`src/rtl/prog_loader_pkg.sv`:
```
// rtl/prog_loader_pkg.sv - shared types and sizing for the program loader
package prog_loader_pkg;
  localparam int IMEM_WORDS = 256;
  localparam int IMEM_AW    = 8;
  localparam int DMEM_BYTES = 32;
  localparam int DMEM_AW    = 5;
  localparam int HDR_BYTES  = 2;

  typedef enum logic [2:0] {
    ST_IDLE, ST_CLEAR, ST_HDR_HI, ST_HDR_LO, ST_WORD, ST_DATA, ST_RUN, ST_ERR
  } state_e;

  // One extra bit so a full-depth load (N = IMEM_WORDS) reaches its end count without wrapping.
  typedef logic [IMEM_AW:0]         widx_t;
  typedef logic [HDR_BYTES*8-1:0]   hdr_t;
endpackage

```
`src/rtl/prog_loader_if.sv`:
```
// rtl/prog_loader_if.sv - byte stream valid/ready link from host to loader
interface prog_loader_if;
  logic       byte_valid;
  logic [7:0] byte_data;
  logic       byte_ready;

  modport master (output byte_valid, output byte_data, input  byte_ready);
  modport slave  (input  byte_valid, input  byte_data, output byte_ready);
endinterface

```
`src/rtl/prog_loader_b2w.sv`:
```
// rtl/prog_loader_b2w.sv - byte-to-word assembler: big-endian 4-byte shift with a one-cycle word_valid pulse
module prog_loader_b2w (
  input  logic        clk_i,
  input  logic        rst_i,
  input  logic        clr_i,
  input  logic        en_i,
  input  logic [7:0]  byte_i,
  output logic [31:0] word_o,
  output logic        word_valid_o,
  output logic        last_o
);
  logic [31:0] word_q;
  logic [1:0]  cnt_q;
  logic        valid_q;

  always_ff @(posedge clk_i) begin
    if (rst_i || clr_i) begin
      word_q  <= '0;
      cnt_q   <= '0;
      valid_q <= 1'b0;
    end else begin
      valid_q <= en_i && (cnt_q == 2'd3);
      if (en_i) begin
        word_q <= {word_q[23:0], byte_i};
        cnt_q  <= cnt_q + 2'd1;
      end
    end
  end

  assign word_o       = word_q;
  assign word_valid_o = valid_q;
  assign last_o       = (cnt_q == 2'd3);
endmodule

```
`src/rtl/prog_loader.sv`:
```
// rtl/prog_loader.sv - clears IMEM/DMEM, streams in a program and operand, then releases the CPU
module prog_loader
  import prog_loader_pkg::*;
(
  input  logic               clk_i,
  input  logic               rst_i,
  input  logic               load_req_i,
  prog_loader_if.slave       byte_if,
  output logic               imem_we_o,
  output logic [IMEM_AW-1:0] imem_addr_o,
  output logic [31:0]        imem_data_o,
  output logic               dmem_we_o,
  output logic [DMEM_AW-1:0] dmem_addr_o,
  output logic [7:0]         dmem_data_o,
  output logic               start_o,
  output logic               busy_o,
  output logic               err_o
);
  state_e             state_q;
  widx_t              idx_q, idx_d;
  hdr_t               n_q, n_d;
  logic [IMEM_AW-1:0] wr_addr_q;
  logic [7:0]         dbyte_q;
  logic               dwr_q, start_q, busy_q, err_q;

  logic        xfer, clearing, dclear, dwrite;
  logic        asm_valid, asm_last;
  logic [31:0] asm_word;

  assign clearing = (state_q == ST_CLEAR);
  assign dclear   = clearing && (idx_q < widx_t'(DMEM_BYTES));
  assign dwrite   = (state_q == ST_DATA) && dwr_q;
  assign byte_if.byte_ready = (state_q inside {ST_HDR_HI, ST_HDR_LO, ST_WORD}) ||
                              ((state_q == ST_DATA) && !dwr_q);
  assign xfer  = byte_if.byte_valid && byte_if.byte_ready;
  assign idx_d = idx_q + widx_t'(1);
  assign n_d   = {n_q[15:8], byte_if.byte_data};

  // A new load request also flushes any partial word held in the assembler.
  prog_loader_b2w u_b2w (
    .clk_i        (clk_i),
    .rst_i        (rst_i),
    .clr_i        (load_req_i || clearing),
    .en_i         (xfer && (state_q == ST_WORD)),
    .byte_i       (byte_if.byte_data),
    .word_o       (asm_word),
    .word_valid_o (asm_valid),
    .last_o       (asm_last)
  );

  always_ff @(posedge clk_i) begin
    if (rst_i) begin
      state_q   <= ST_IDLE;
      idx_q     <= '0;
      n_q       <= '0;
      wr_addr_q <= '0;
      dbyte_q   <= '0;
      dwr_q     <= 1'b0;
      start_q   <= 1'b0;
      busy_q    <= 1'b0;
      err_q     <= 1'b0;
    end else if (load_req_i) begin
      state_q <= ST_CLEAR;
      idx_q   <= '0;
      n_q     <= '0;
      dwr_q   <= 1'b0;
      start_q <= 1'b0;
      busy_q  <= 1'b1;
      err_q   <= 1'b0;
    end else begin
      case (state_q)
        ST_CLEAR: begin
          if (idx_q == widx_t'(IMEM_WORDS - 1)) begin
            state_q <= ST_HDR_HI;
            idx_q   <= '0;
          end else begin
            idx_q <= idx_d;
          end
        end
        ST_HDR_HI: begin
          if (xfer) begin
            n_q     <= {byte_if.byte_data, 8'h00};
            state_q <= ST_HDR_LO;
          end
        end
        ST_HDR_LO: begin
          if (xfer) begin
            n_q <= n_d;
            if (n_d > hdr_t'(IMEM_WORDS)) begin
              state_q <= ST_ERR;
              err_q   <= 1'b1;
              busy_q  <= 1'b0;
            end else if (n_d == '0) begin
              state_q <= ST_DATA;
            end else begin
              state_q <= ST_WORD;
              idx_q   <= '0;
            end
          end
        end
        ST_WORD: begin
          if (xfer && asm_last) begin
            wr_addr_q <= idx_q[IMEM_AW-1:0];
            idx_q     <= idx_d;
            if (idx_d == widx_t'(n_q)) state_q <= ST_DATA;
          end
        end
        // The operand write cycle is also the cycle that hands over to RUN.
        ST_DATA: begin
          if (dwr_q) begin
            state_q <= ST_RUN;
            dwr_q   <= 1'b0;
            start_q <= 1'b1;
            busy_q  <= 1'b0;
          end else if (xfer) begin
            dbyte_q <= byte_if.byte_data;
            dwr_q   <= 1'b1;
          end
        end
        default: ;
      endcase
    end
  end

  assign imem_we_o   = clearing || asm_valid;
  assign imem_addr_o = clearing ? idx_q[IMEM_AW-1:0] : (asm_valid ? wr_addr_q : '0);
  assign imem_data_o = (asm_valid && !clearing) ? asm_word : '0;
  assign dmem_we_o   = dclear || dwrite;
  assign dmem_addr_o = dclear ? idx_q[DMEM_AW-1:0] : '0;
  assign dmem_data_o = dwrite ? dbyte_q : '0;
  assign start_o     = start_q;
  assign busy_o      = busy_q;
  assign err_o       = err_q;
endmodule

```
`src/flat_wrapper.sv`:
```
// flat-port wrapper written by rule: the top's interface ports become plain ports
module prog_loader_flat import prog_loader_pkg::*;
  (clk_i, rst_i, load_req_i, imem_we_o, imem_addr_o, imem_data_o, dmem_we_o, dmem_addr_o, dmem_data_o, start_o, busy_o, err_o, byte_if_byte_valid, byte_if_byte_data, byte_if_byte_ready);
  prog_loader_if byte_if_i ();
  input  logic clk_i;
  input  logic rst_i;
  input  logic load_req_i;
  output logic imem_we_o;
  output logic [IMEM_AW-1:0] imem_addr_o;
  output logic [31:0] imem_data_o;
  output logic dmem_we_o;
  output logic [DMEM_AW-1:0] dmem_addr_o;
  output logic [7:0] dmem_data_o;
  output logic start_o;
  output logic busy_o;
  output logic err_o;
  input wire logic [$bits(byte_if_i.byte_valid)-1:0] byte_if_byte_valid;
  input wire logic [$bits(byte_if_i.byte_data)-1:0] byte_if_byte_data;
  output wire logic [$bits(byte_if_i.byte_ready)-1:0] byte_if_byte_ready;
  assign byte_if_i.byte_valid = byte_if_byte_valid;
  assign byte_if_i.byte_data = byte_if_byte_data;
  assign byte_if_byte_ready = byte_if_i.byte_ready;
  prog_loader u_core (.clk_i(clk_i), .rst_i(rst_i), .load_req_i(load_req_i), .byte_if(byte_if_i), .imem_we_o(imem_we_o), .imem_addr_o(imem_addr_o), .imem_data_o(imem_data_o), .dmem_we_o(dmem_we_o), .dmem_addr_o(dmem_addr_o), .dmem_data_o(dmem_data_o), .start_o(start_o), .busy_o(busy_o), .err_o(err_o));
endmodule
```
`config.mk`:
```
export PLATFORM = sky130hd
export DESIGN_NAME = prog_loader_flat
export DESIGN_NICKNAME = d
export VERILOG_FILES = /design/src/rtl/prog_loader_pkg.sv /design/src/rtl/prog_loader_if.sv /design/src/rtl/prog_loader_b2w.sv /design/src/rtl/prog_loader.sv /design/src/flat_wrapper.sv
export SDC_FILE = /design/constraint.sdc
export NUM_CORES = 1
export LEC_CHECK = 0
export BUFFER_PORTS_ARGS = -buffer_cell sky130_fd_sc_hd__buf_2
export CAP_MARGIN = 40
export CORE_MARGIN = 10
export CORE_UTILIZATION = 40
export CTS_CLUSTER_DIAMETER = 200
export DETAILED_ROUTE_END_ITERATION = 8
export PLACE_DENSITY = 0.7
export SETUP_SLACK_MARGIN = 0.05
export SYNTH_ARGS = -nofsm -noshare
export SYNTH_HDL_FRONTEND = slang
export SYNTH_HIERARCHICAL = 1
export SYNTH_SLANG_ARGS = --single-unit
```
`constraint.sdc`:
```
create_clock -name clk_i -period 4.6 [get_ports clk_i]
set_input_delay 0.23 -clock clk_i [delete_from_list [all_inputs] [get_ports clk_i]]
set_output_delay 0.23 -clock clk_i [all_outputs]
set_load 0.02 [all_outputs]
```
Word-level counts from Yosys, hierarchy flattened --
Index checks and enable logic that the tools add are counted.
Cells by class: $mul 0, equal/unequal tests 23, $lt $le $gt $ge 2, bitwise operators 3, muxes and demuxes 31, divide/modulo/power cells 0, reductions and logical operators 33, add/sub/neg operators 2, shift operators 0
Operator list (number):
- 2-to-1 mux 9 bit | 5
- 2-to-1 mux 32 bit | 1
- 2-to-1 mux 8 bit | 4
- one-hot mux 16 bit (2 select lines) | 1
- one-hot mux 9 bit (3 select lines) | 1
- 2-to-1 mux 3 bit | 7
- > comparator 16 x 9 -> 1 bit (second input constant) | 1
- zero test 16 bit | 1
- 2-to-1 mux 16 bit | 1
- one-hot mux 3 bit (5 select lines) | 1
- AND reduction 7 bit | 2
- inequality test 3 bit (second input constant) | 4
- AND reduction 3 bit | 4
- inequality test 2 bit (second input constant) | 5
- adder 9 x 1 -> 9 bit (second input constant) | 1
- equality test 9 x 8 -> 1 bit (second input constant) | 1
- equality test 9 bit | 1
- < comparator 9 x 6 -> 1 bit (second input constant) | 1
- inequality test 3 x 2 -> 1 bit (second input constant) | 3
- nonzero test 3 bit | 3
- logical AND 1 bit | 8
- 2-to-1 mux 1 bit | 8
- AND reduction 4 bit | 2
- equality test 3 x 2 -> 1 bit (second input constant) | 2
- other kinds (16) | 26
Storage, ports and cells: memory bits (read-only) 0, bits in registers 83, word-level logic and storage cells 108, latch bits 0, RAM bits 0, memories 0

Longest topological paths before layout --
Gate-level depths: netlist of run 1.
depth in word-level cells 8, gate-level depth with buffers 12

Hierarchy --
Netlist of run 1, hierarchy kept.
Modules (own cells, without submodules):
- prog_loader | seq. area each 960.9 µm², instances 1, area an instance 2821.5 µm², cells each 359
- prog_loader_b2w | seq. area each 700.7 µm², instances 1, area an instance 1297.5 µm², cells each 115

Worst setup path before layout of run 1 --
Ideal clock, no wire load.
path kind register to register, from reg u_core.idx_q[1], to reg u_core.state_q[0], cell stages (with the launch flop) 13, library setup time 0.059 ns, arrival 2.310 ns, buffers on the path 0, slack 2.231 ns, cell sequence dfxtp_1 > ha_1 > and3_1 > and3_1 > nand3_1 > inv_1 > ha_1 > xnor2_1 > nor2_1 > nand4_1 > a2111oi_0 > a21o_1 > a41o_1
Between the ends: word-level cells in the longest chain between the ends 4, elaborated cells on any way between the ends 6, classes of those cells 1 x add/sub; 4 x eq/ne; 1 x reduce/logical
Ends and longest elaborated chain:
- start: declaration | RTL line prog_loader.sv:20 | widx_t idx_q, idx_d;
- start signal: assignment | RTL line prog_loader.sv:77 | idx_q <= idx_d;
- start signal: assignment | RTL line prog_loader.sv:104 | idx_q <= idx_d;
- adder 9 x 1 -> 9 bit | RTL line prog_loader.sv:36 | assign idx_d = idx_q + widx_t'(1);
- equality test 9 bit | RTL line prog_loader.sv:105 | if (idx_d == widx_t'(n_q)) state_q <= ST_DATA;
- inequality test 3 bit (no line)
- AND reduction 7 bit (no line) *
- end signal: assignment | RTL line prog_loader.sv:53 | state_q <= ST_IDLE;
- end signal: assignment | RTL line prog_loader.sv:105
- end signal: assignment | RTL line prog_loader.sv:111 | state_q <= ST_RUN;
- end: declaration | RTL line prog_loader.sv:19 | state_e state_q;
Every way passes the cells marked *; elsewhere a longest branch is shown, timed or not. A chain may end at the register's enable or synchronous reset.

Worst setup path after layout of run 1 --
from reg u_core.idx_q[0], to reg u_core.state_q[0]
The elaborated chain is that of the path after synthesis.

==> results of run 1 <==
==> cell usage in the layout, fill, tap and decap left out, types with 3 or more instances in the layout <==
cell / instances
a21o_1: 3
a21oi_1: 14
a32o_1: 6
and2_1: 41
and3_1: 9
buf_2: 70
clkbuf_8: 9
dfxtp_1: 83
ha_1: 6
inv_1: 6
mux2i_1: 58
nand2_1: 32
nand2b_1: 6
nand3_1: 13
nand4_1: 4
nor2_1: 81
nor2_2: 3
nor3_1: 3
nor3b_1: 5
o21ai_0: 15
o21ai_1: 7
or2_2: 3
xnor2_1: 10
xor2_1: 3
==> area by class of cell <==
class,instances,area (um2),share of cell area (%)
repair buffers,74,420,8.97
inverters,6,22.5,0.481
clock buffers,10,128,2.72
flip-flops and latches,83,1660,35.5
multi-input cells,353,2240,47.8
clock inverters,6,48.8,1.04
well taps,133,166,3.55
==> critical path: cells and delay by family, from the launching register on <==
kind,cells,cell delay (ns)
flip-flops,1,0.51
buffers and inverters,1,0.08
adder cells (fa/ha/maj),2,0.61
AO/OA/AOI/OAI,3,0.69
XOR/XNOR,1,0.14
AND/OR/NAND/NOR,5,0.72
==> cells by family after synthesis <==
family | after synthesis
and+or+nand+nor | 215
xor gates and xnor gates | 13
muxes | 59
DFF | 83
adders and majority gates | 6
buffers and inverters | 38
AOI/OAI and AO/OA | 60
==> final timing paths <==
kind | start | to | slack, ns
max | u_core/idx_q[0]$_SDFFE_PP0P_ | u_core/state_q[0]$_SDFFE_PP0P_ | 1.78
min | byte_if_byte_data[3] | u_core/n_q[3]$_SDFFE_PP0P_ | 0.18
max reg2reg | u_core/idx_q[0]$_SDFFE_PP0P_ | u_core/state_q[0]$_SDFFE_PP0P_ | 1.78
min reg2reg | u_core/n_q[7]$_SDFFE_PP0P_ | u_core/n_q[7]$_SDFFE_PP0P_ | 0.47
==> power by group <==
part           switching, mW  total, mW  internal, mW
registers            0.00354      0.723         0.720
logic                 0.0398     0.0567        0.0170
clock network          0.278      0.480         0.202
==> metal layers <==
metal	global-route usage [%]	routed length, um	up-vias	share of wire [%]
li1	-	-	1718	-
met1	17.9	4500	1638	45
met2	21.7	4800	88	48
met3	4.28	646	10	6.4
met4	5.07	144	0	1.4
met5	0	0	-	0
==> per-stage QoR <==
stage / worst slack [ns] / cells / utilization (%)
floorplan: 2.23 / 474 / -
global placement: 1.98 / 647 / 44.9
detailed placement: 1.86 / 649 / 45.5
CTS: 1.81 / 665 / 47.3
global route: 1.50 / 665 / 47.3
finish: 1.78 / 665 / 47.3
==> sequential cells by signal, indices dropped and copies added (netlist names) <==
name,flops
u_core/u_b2w/word_o,32
u_core/n_q,16
u_core/idx_q,9
u_core/dbyte_q,8
u_core/wr_addr_q,8
u_core/state_q,3
u_core/u_b2w/cnt_q,2
u_core/busy_o,1
u_core/dwr_q,1
u_core/err_o,1
u_core/start_o,1
u_core/u_b2w/word_valid_o,1
==> impl_metrics.toml, run 1 <==
[global_routing]
grtUsageTotal_pct = 14.0
grt_max_degree = 33
antenna_found_initial = 0
grt_pass1_wl_mm = 16.9
grt.overflow.total = 0
grt_pass1_vias = 3333

[sta]
setup_viol = 0
tns_ns = 0
rsz0062_at_grt = "no"
worstMarginPinSlew_ns = 0.906
final-hold-violation-count = 0
finClkSkew_ns = 0.0137
slew_viol_final = 0
period_minus_slack_ns = 2.82
min_period_over_period_pct = 61.4
slew_headroom_pct = 39.4
whs_ns = 0.177
max_freq_ghz = 0.354

[die]
ios = 71
placementRows = 36
die_area_um2 = 14800
coreArea_um2 = 9910
die_h_um = 121
initial_core_util_pct = 41.6
die_x_um = 121

[yosys]
synth_compound_area_share_pct = 9.48
synthCells = 474
yosysUniqueCellTypes = 50
synthAdderAreaFrac_pct = 1.82
yosys-mux-area-fraction_pct = 14.4
synth_top_family_by_area = "simple AND/OR/NAND/NOR gates"
yosysTopAreaCellShare_pct = 40.3
synth_edf_count = 0
yosysSeqAreaShare_pct = 40.3
synth-xor-area-share_pct = 2.76
syn_nets = 492
synth_area_leaders = "dfxtp_1 40%, mux2i_1 14%, nor2_1 7.4%"
yosys.area_share.simple_pct = 25.9
yosysMostFrequentCell = "dfxtp_1"
postSynth.asyncResetShare_pct = 0
syn_area_per_cell_um2 = 8.69
netlist_area_um2 = 4120
ys_top_cells_by_count = "83 x dfxtp_1, 81 x nor2_1, 58 x mux2i_1"
synth_top_flop_cell = "dfxtp_1"
yosys_warnings = 6
synth_top_area_cell = "dfxtp_1"
ys_ff_latch = 83

[detailed_routing]
wirelength_mm = 10.1
drc_errors = 0
avgViaCountPerCell = 5.19
wire_per_inst_um = 15.2
drt_iter0_drc = 180
postRouteAntennaNets = 0
dr.pass1.iters = 4
num_vias = 3454

[worst_setup_path]
timing.critical_path.arrival_ns = 3.11
crit_path_start_kind = "flip-flop"
critPathMaxStageDelay_ns = 0.51
worstSetupPathType = "reg -> reg"
end_kind = "flip-flop"
critical-path-slowest-cell = "dfxtp_1"
worstPathRequired_ns = 4.89
rr_worst_depth = 12
worst-path-max-fanout = 10
worstPathCellList = "ha_1 -> and3_1 -> and3_1 -> nand3_1 -> inv_1 -> ha_1 -> xnor2_1 -> nor2_1 -> nand4_1 -> a2111oi_0 -> a21o_1 -> a41o_1"

[finish]
area_growth_pct = 13.8
drive_gt1_share_pct = 19.2
stdcell_area_um2 = 4690
num_antenna_cells = 0
nFillCells = 984
nets = 545

[clock_tree]
cts_made_buffers = 9
worstSkewPairLatency_ns = 0.36
cts.path.max_buffers = 2
clkTransAtPathRegs_ns = 0.09
root_buffer = "clkbuf_8"
post_cts_buffers = 0
htreeDepth = 3
clock_sinks = 83
holdBufCountCts = 0
cts_tree = "done"
cts_resized = 0

[placement]
port_buffers = 70
placed_cell_area_um2 = 4510
place_congestion = 0.873
post-dp-hpwl_mm = 7.34

[pwr]
ir_drop_uv = 124
p_leak_nw = 1.85
powerDensity_nw_per_um2 = 269
p_total_mw = 1.26

[job]
cap_violations = 0

[min_path]
hold_class = "in -> reg"
hold_path_depth = 3

[outcome]
status = "completed"
No activity file was read; power rests on OpenSTA's default activity.
==> run 2, diff against run 1 <==
--- a/config.mk
+++ b/config.mk
@@ -11,7 +11,7 @@
 export CORE_UTILIZATION = 40
 export CTS_CLUSTER_DIAMETER = 200
 export DETAILED_ROUTE_END_ITERATION = 8
-export PLACE_DENSITY = 0.7
+export PLACE_DENSITY = 0.72
 export SETUP_SLACK_MARGIN = 0.05
 export SYNTH_ARGS = -nofsm -noshare
 export SYNTH_HDL_FRONTEND = slang
==> constraint.sdc (replaced) <==
create_clock -name clk_i -period 2.43 [get_ports clk_i]
set_input_delay 0.1215 -clock clk_i [delete_from_list [all_inputs] [get_ports clk_i]]
set_output_delay 0.1215 -clock clk_i [all_outputs]
set_load 0.02 [all_outputs]
==> run 2 against run 1 <==
Effect of this change: via count rose by 2.7%; global-route usage barely moved; setup slack lost 1.6 ns; critical path depth unchanged; highest routed layer unchanged.
==> impl_metrics.toml, run 2 (synthesis gave the netlist of run 1 again) <==
[outcome]
status = "completed"

[detailed_routing]
wirelength_mm = 10.5
wire_per_inst_um = 15.5
avgViaCountPerCell = 5.22
num_vias = 3547
postRouteAntennaNets = 0
drc_errors = 0
dr.pass1.iters = 5
drt_iter0_drc = 299

[pwr]
switching_share_pct = 24.9
p_int_mw = 1.89
p_clk_share_pct = 41.1
p_seq_share_pct = 54.4
p_leak_nw = 1.93
ir_drop_uv = 290
p_sw_uw = 627
p_comb_share_pct = 4.4
powerDensity_nw_per_um2 = 517

[global_routing]
grt_pass1_wl_mm = 17.0
grt_util_met2_pct = 22.5
grt_pass1_vias = 3383
antenna_found_initial = 0
grt_max_degree = 36
use_met3_pct = 4.70
top_usage_layer = "met2"
grtUsageTotal_pct = 14.0
grt.overflow.total = 0
met1_usage_pct = 17.1

[sta]
finClkSkew_ns = 0.0135
period_minus_slack_ns = 2.30
setup_viol = 0
slew_headroom_pct = 53.5
min_period_over_period_pct = 94.7
tns_ns = 0
slew_viol_final = 0
worstMarginPinSlew_ns = 0.691
rsz0062_at_grt = "yes"
final-hold-violation-count = 0
max_freq_ghz = 0.434

[worst_setup_path]
rr_worst_depth = 12
critPathMaxStageDelay_ns = 0.36
cp_top_family = "simple AND/OR/NAND/NOR gates"
reg2reg_from = "u_core/idx_q[1]$_SDFFE_PP0P_"
crit_path_start_kind = "flip-flop"
timing.critical_path.arrival_ns = 2.60
worst-path-max-fanout = 3
timing.rr.end = "u_core/state_q[0]$_SDFFE_PP0P_"
worst-r2r-setup-slack_ns = 0.13
worstPathCellList = "ha_4 -> and3_4 -> and3_4 -> nand3_4 -> inv_2 -> ha_4 -> xnor2_1 -> nor2_1 -> nand4_1 -> a2111oi_2 -> a21o_1 -> a41o_1"
end_kind = "flip-flop"
critical-path-slowest-cell = "dfxtp_2"
worstSetupPathType = "reg -> reg"
path_buf_inv = 1
worstPathRequired_ns = 2.73

[finish]
largest_register_ffs = 32
drive_gt1_share_pct = 23.4
fin_cells = 680
final_cell_mix = "81 x nor2_1, 81 x dfxtp_1, 70 x buf_2"
nets = 560
area_growth_pct = 18.0
num_antenna_cells = 0

[placement]
post-dp-hpwl_mm = 7.44
dp_cells = 663
place_congestion = 0.906
port_buffers = 70

[clock_tree]
worstSkewPairLatency_ns = 0.36
clock_sinks = 83
root_buffer = "clkbuf_8"
clkTransAtPathRegs_ns = 0.09
htreeDepth = 3
cts_tree = "done"
cts.path.max_buffers = 2
cts_made_buffers = 9

[min_path]
hold_class = "in -> reg"
min_from = "byte_if_byte_data[5]"
whs_endpoint = "u_core/n_q[5]$_SDFFE_PP0P_"
hold_path_depth = 3

[job]
cap_violations = 0

[die]
coreArea_um2 = 9910
die_area_um2 = 14800
die_x_um = 121
die_h_um = 121
placementRows = 36
initial_core_util_pct = 41.6
ios = 71
==> run 2: area by class of cell <==
type	instances	area, um2
sequential	83	1660
fill	975	5050
clock inverter	7	82.6
tap	133	166
multi-input combinational	353	2290
inverter	6	22.5
clock buffer	9	124
timing repair buffer	89	505
==> run 2: how the worst max path moves through the flow <==
stage,slack [ns],depth (start not counted),from,endpoint
4_1_cts,0.04,12,u_core/idx_q[1]$_SDFFE_PP0P_,u_core/state_q[0]$_SDFFE_PP0P_
5_1_grt,0.05,12,u_core/idx_q[0]$_SDFFE_PP0P_,u_core/state_q[0]$_SDFFE_PP0P_
6_report,0.13,12,u_core/idx_q[1]$_SDFFE_PP0P_,u_core/state_q[0]$_SDFFE_PP0P_
2_1_floorplan,0.06,12,u_core/idx_q[1]$_SDFFE_PP0P_,u_core/state_q[0]$_SDFFE_PP0P_
3_5_place_dp,-0.09,12,u_core/idx_q[0]$_SDFFE_PP0P_,u_core/state_q[2]$_SDFFE_PP0P_
3_3_place_gp,0.08,12,u_core/idx_q[0]$_SDFFE_PP0P_,u_core/state_q[2]$_SDFFE_PP0P_
==> run 2: worst reg2reg max path: stages (launching register included) <==
cell	delay [ns]
dfxtp_2	0.36
ha_4	0.14
and3_4	0.17
and3_4	0.21
nand3_4	0.09
inv_2	0.10
ha_4	0.20
xnor2_1	0.11
nor2_1	0.11
nand4_1	0.12
a2111oi_2	0.26
a21o_1	0.21
a41o_1	0.18
==> run 2: timing repair <==
action | in CTS | in global routing
resized for setup | 12 | 1
buffers inserted | 1 | 0
endpoints found under the setup margin | 3 | 4
hold buffers | 0 | 0
pin swaps | 6 | 2
gates cloned | 0 | 0
==> run 2: through the flow <==
| stage | util, % | hold WS (ns) | setup slack, ns | cell area, um2 | power, mW |
|---|---|---|---|---|---|
| 2_1_floorplan | - | 0.239 | 0.0608 | 4120 | 1.47 |
| 3_3_place_gp | 46.3 | 0.440 | 0.0767 | 4590 | 1.51 |
| 3_5_place_dp | 46.3 | 0.444 | -0.0897 | 4590 | 1.51 |
| 4_1_cts | 49.0 | 0.0585 | 0.0450 | 4860 | 2.54 |
| 5_1_grt | 49.0 | 0.0623 | 0.0499 | 4860 | 2.63 |
| 6_report | 49.0 | 0.0776 | 0.128 | 4860 | 2.51 |
==> run 2: power by group through the flow <==
stage                     combinational (mW)  sequential (mW)  clock (mW)
after floorplan                       0.0736             1.40           0
after global routing                   0.119             1.37        1.14
after CTS                              0.110             1.37        1.06
after detailed placement               0.109             1.40           0
after global placement                 0.107             1.40           0
final                                  0.111             1.37        1.03
==> run 2: layer usage <==
metal | routed length, um | share of wire, % | vias to the layer above
li1 | - | - | 1748
met1 | 4640 | 44 | 1666
met2 | 5000 | 47 | 121
met3 | 749 | 7.1 | 12
met4 | 154 | 1.5 | 0
met5 | 0 | 0 | -
==> run 3, diff against run 2 <==
--- a/config.mk
+++ b/config.mk
@@ -7,6 +7,7 @@
 export LEC_CHECK = 0
 export BUFFER_PORTS_ARGS = -buffer_cell sky130_fd_sc_hd__buf_2
 export CAP_MARGIN = 40
+export CORE_ASPECT_RATIO = 1.2
 export CORE_MARGIN = 10
 export CORE_UTILIZATION = 40
 export CTS_CLUSTER_DIAMETER = 200
==> run 3 against run 2 <==
Effect of this change: wire length shrank 0.57%; critical path depth is the same; via count decreased by 0.14%.
==> impl_metrics.toml, run 3 (synthesis gave the netlist of run 1 again) <==
[outcome]
status = "completed"

[finish]
stdcell_area_um2 = 4940
final_cell_mix = "81 x nor2_1, 81 x dfxtp_1, 70 x buf_2"
drive_gt1_share_pct = 23.1
area_growth_pct = 19.8
nets = 559
num_antenna_cells = 0
fin_util_pct = 49.1
fin_cells = 672
largest_register_ffs = 32

[detailed_routing]
drc_errors = 0
met2_length_mm = 5.28
wire_per_inst_um = 15.6
dr.pass1.iters = 5
top_layer = "met4"
num_vias = 3542
wirelength_mm = 10.5
avgViaCountPerCell = 5.27
drt_iter0_drc = 158
dr_wl_met3_um = 732
wl_met1_mm = 4.18
postRouteAntennaNets = 0

[die]
initial_core_util_pct = 40.9
placementRows = 40
die_x_um = 113
ios = 71
coreArea_um2 = 10100
die_area_um2 = 14800
die_h_um = 131

[sta]
rsz0062_at_grt = "yes"
max_freq_ghz = 0.435
slew_viol_final = 0
min_period_over_period_pct = 94.6
setup_slack_ns = 0.131
finClkSkew_ns = 0.00556
setup_viol = 0
period_minus_slack_ns = 2.30
worstMarginPinSlew_ns = 0.713
final-hold-violation-count = 0
slew_headroom_pct = 52.0

[clock_tree]
cts_tree = "done"
worstSkewPairLatency_ns = 0.34
clkTransAtPathRegs_ns = 0.06
cts_made_buffers = 9
root_buffer = "clkbuf_16"
cts.path.max_buffers = 2
htreeDepth = 3
post_cts_buffers = 0
clock_sinks = 83

[pwr]
p_seq_share_pct = 48.2
p_comb_share_pct = 3.9
p_int_mw = 2.20
powerDensity_nw_per_um2 = 576
p_clk_share_pct = 47.9
ir_drop_uv = 484
p_sw_uw = 642
p_leak_nw = 1.97
p_total_mw = 2.84
switching_share_pct = 22.6

[worst_setup_path]
worstPathCellList = "ha_4 -> and3_4 -> and3_4 -> nand3_4 -> inv_2 -> ha_4 -> xnor2_1 -> nor2_1 -> nand4_1 -> a2111oi_2 -> a21o_1 -> a41o_1"
worstSetupPathType = "reg -> reg"
worst-path-max-fanout = 3
path_buf_inv = 1
timing.critical_path.arrival_ns = 2.59
worstPathRequired_ns = 2.72
crit_path_start_kind = "flip-flop"
end_kind = "flip-flop"
critical-path-slowest-cell = "dfxtp_2"
worst-r2r-setup-slack_ns = 0.13
critPathMaxStageDelay_ns = 0.35
cp_top_family = "simple AND/OR/NAND/NOR gates"

[placement]
dp_slack_ns = 0.0427
dp_cells = 656
place_congestion = 0.837
port_buffers = 70
placed_cell_area_um2 = 4580
post-dp-hpwl_mm = 7.51

[job]
cap_violations = 0

[global_routing]
grt_pass1_wl_mm = 17.3
grt.overflow.total = 0
grt_pass1_vias = 3574
grt_max_degree = 36
grtUsageTotal_pct = 13.9
antenna_found_initial = 0

[min_path]
hold_class = "in -> reg"
run 3: changes by cell type in the layout (fill, tap and decap cells not counted), sizes merged:
cell    delta
buf        -1
clkinv     +1
inv        -1
run 3: timing repair:
action	4_1_cts	5_1_grt
hold endpoints to repair	0	0
resized for setup	2	10
pin swaps	1	4
hold buffers	0	0
setup endpoints to repair	3	3
run 3: worst register-to-register path: stages, from the launching register on:
cell       delay [ns]
dfxtp_2          0.35
ha_4             0.13
and3_4           0.18
and3_4           0.21
nand3_4          0.09
inv_2            0.09
ha_4             0.20
xnor2_1          0.12
nor2_1           0.10
nand4_1          0.11
a2111oi_2        0.33
a21o_1           0.19
a41o_1           0.16
run 3: metrics by stage:
stage                     setup TNS (ns)  hold WS, ns
after CTS                              0       0.0806
after global placement                 0        0.431
after detailed placement               0        0.443
final                                  0       0.0928
after floorplan                        0        0.239
after global routing              -0.127       0.0912
run 3: layout make-up:
cell class,count,area [um2]
fillers,940,5120
multi-input cells,353,2290
flip-flops and latches,83,1660
repair buffers,88,498
clock buffers,9,225
well taps,126,158
clock inverters,7,76.3
inverters,6,22.5
run 3: worst paths after layout:
path | start | endpoint | depth (start not counted)
max | u_core/idx_q[0]$_SDFFE_PP0P_ | u_core/state_q[0]$_SDFFE_PP0P_ | 12
min | byte_if_byte_data[0] | u_core/n_q[0]$_SDFFE_PP0P_ | 3
max reg2reg | u_core/idx_q[0]$_SDFFE_PP0P_ | u_core/state_q[0]$_SDFFE_PP0P_ | 12
min reg2reg | u_core/n_q[7]$_SDFFE_PP0P_ | u_core/n_q[7]$_SDFFE_PP0P_ | 2
run 3: power groups by stage:
stage          clock [mW]  combinational [mW]  sequential [mW]
2_1_floorplan           0              0.0736             1.40
3_5_place_dp            0               0.108             1.40
4_1_cts              1.39               0.109             1.37
6_report             1.36               0.110             1.37
3_3_place_gp            0               0.108             1.40
5_1_grt              1.45               0.120             1.37
run 3: metal layers:
| layer | vias up | global-route usage (%) |
|---|---|---|
| met5 | - | 0 |
| met4 | 0 | 6.07 |
| met3 | 21 | 4.83 |
| met2 | 127 | 24.2 |
| met1 | 1654 | 14.7 |
| li1 | 1740 | - |
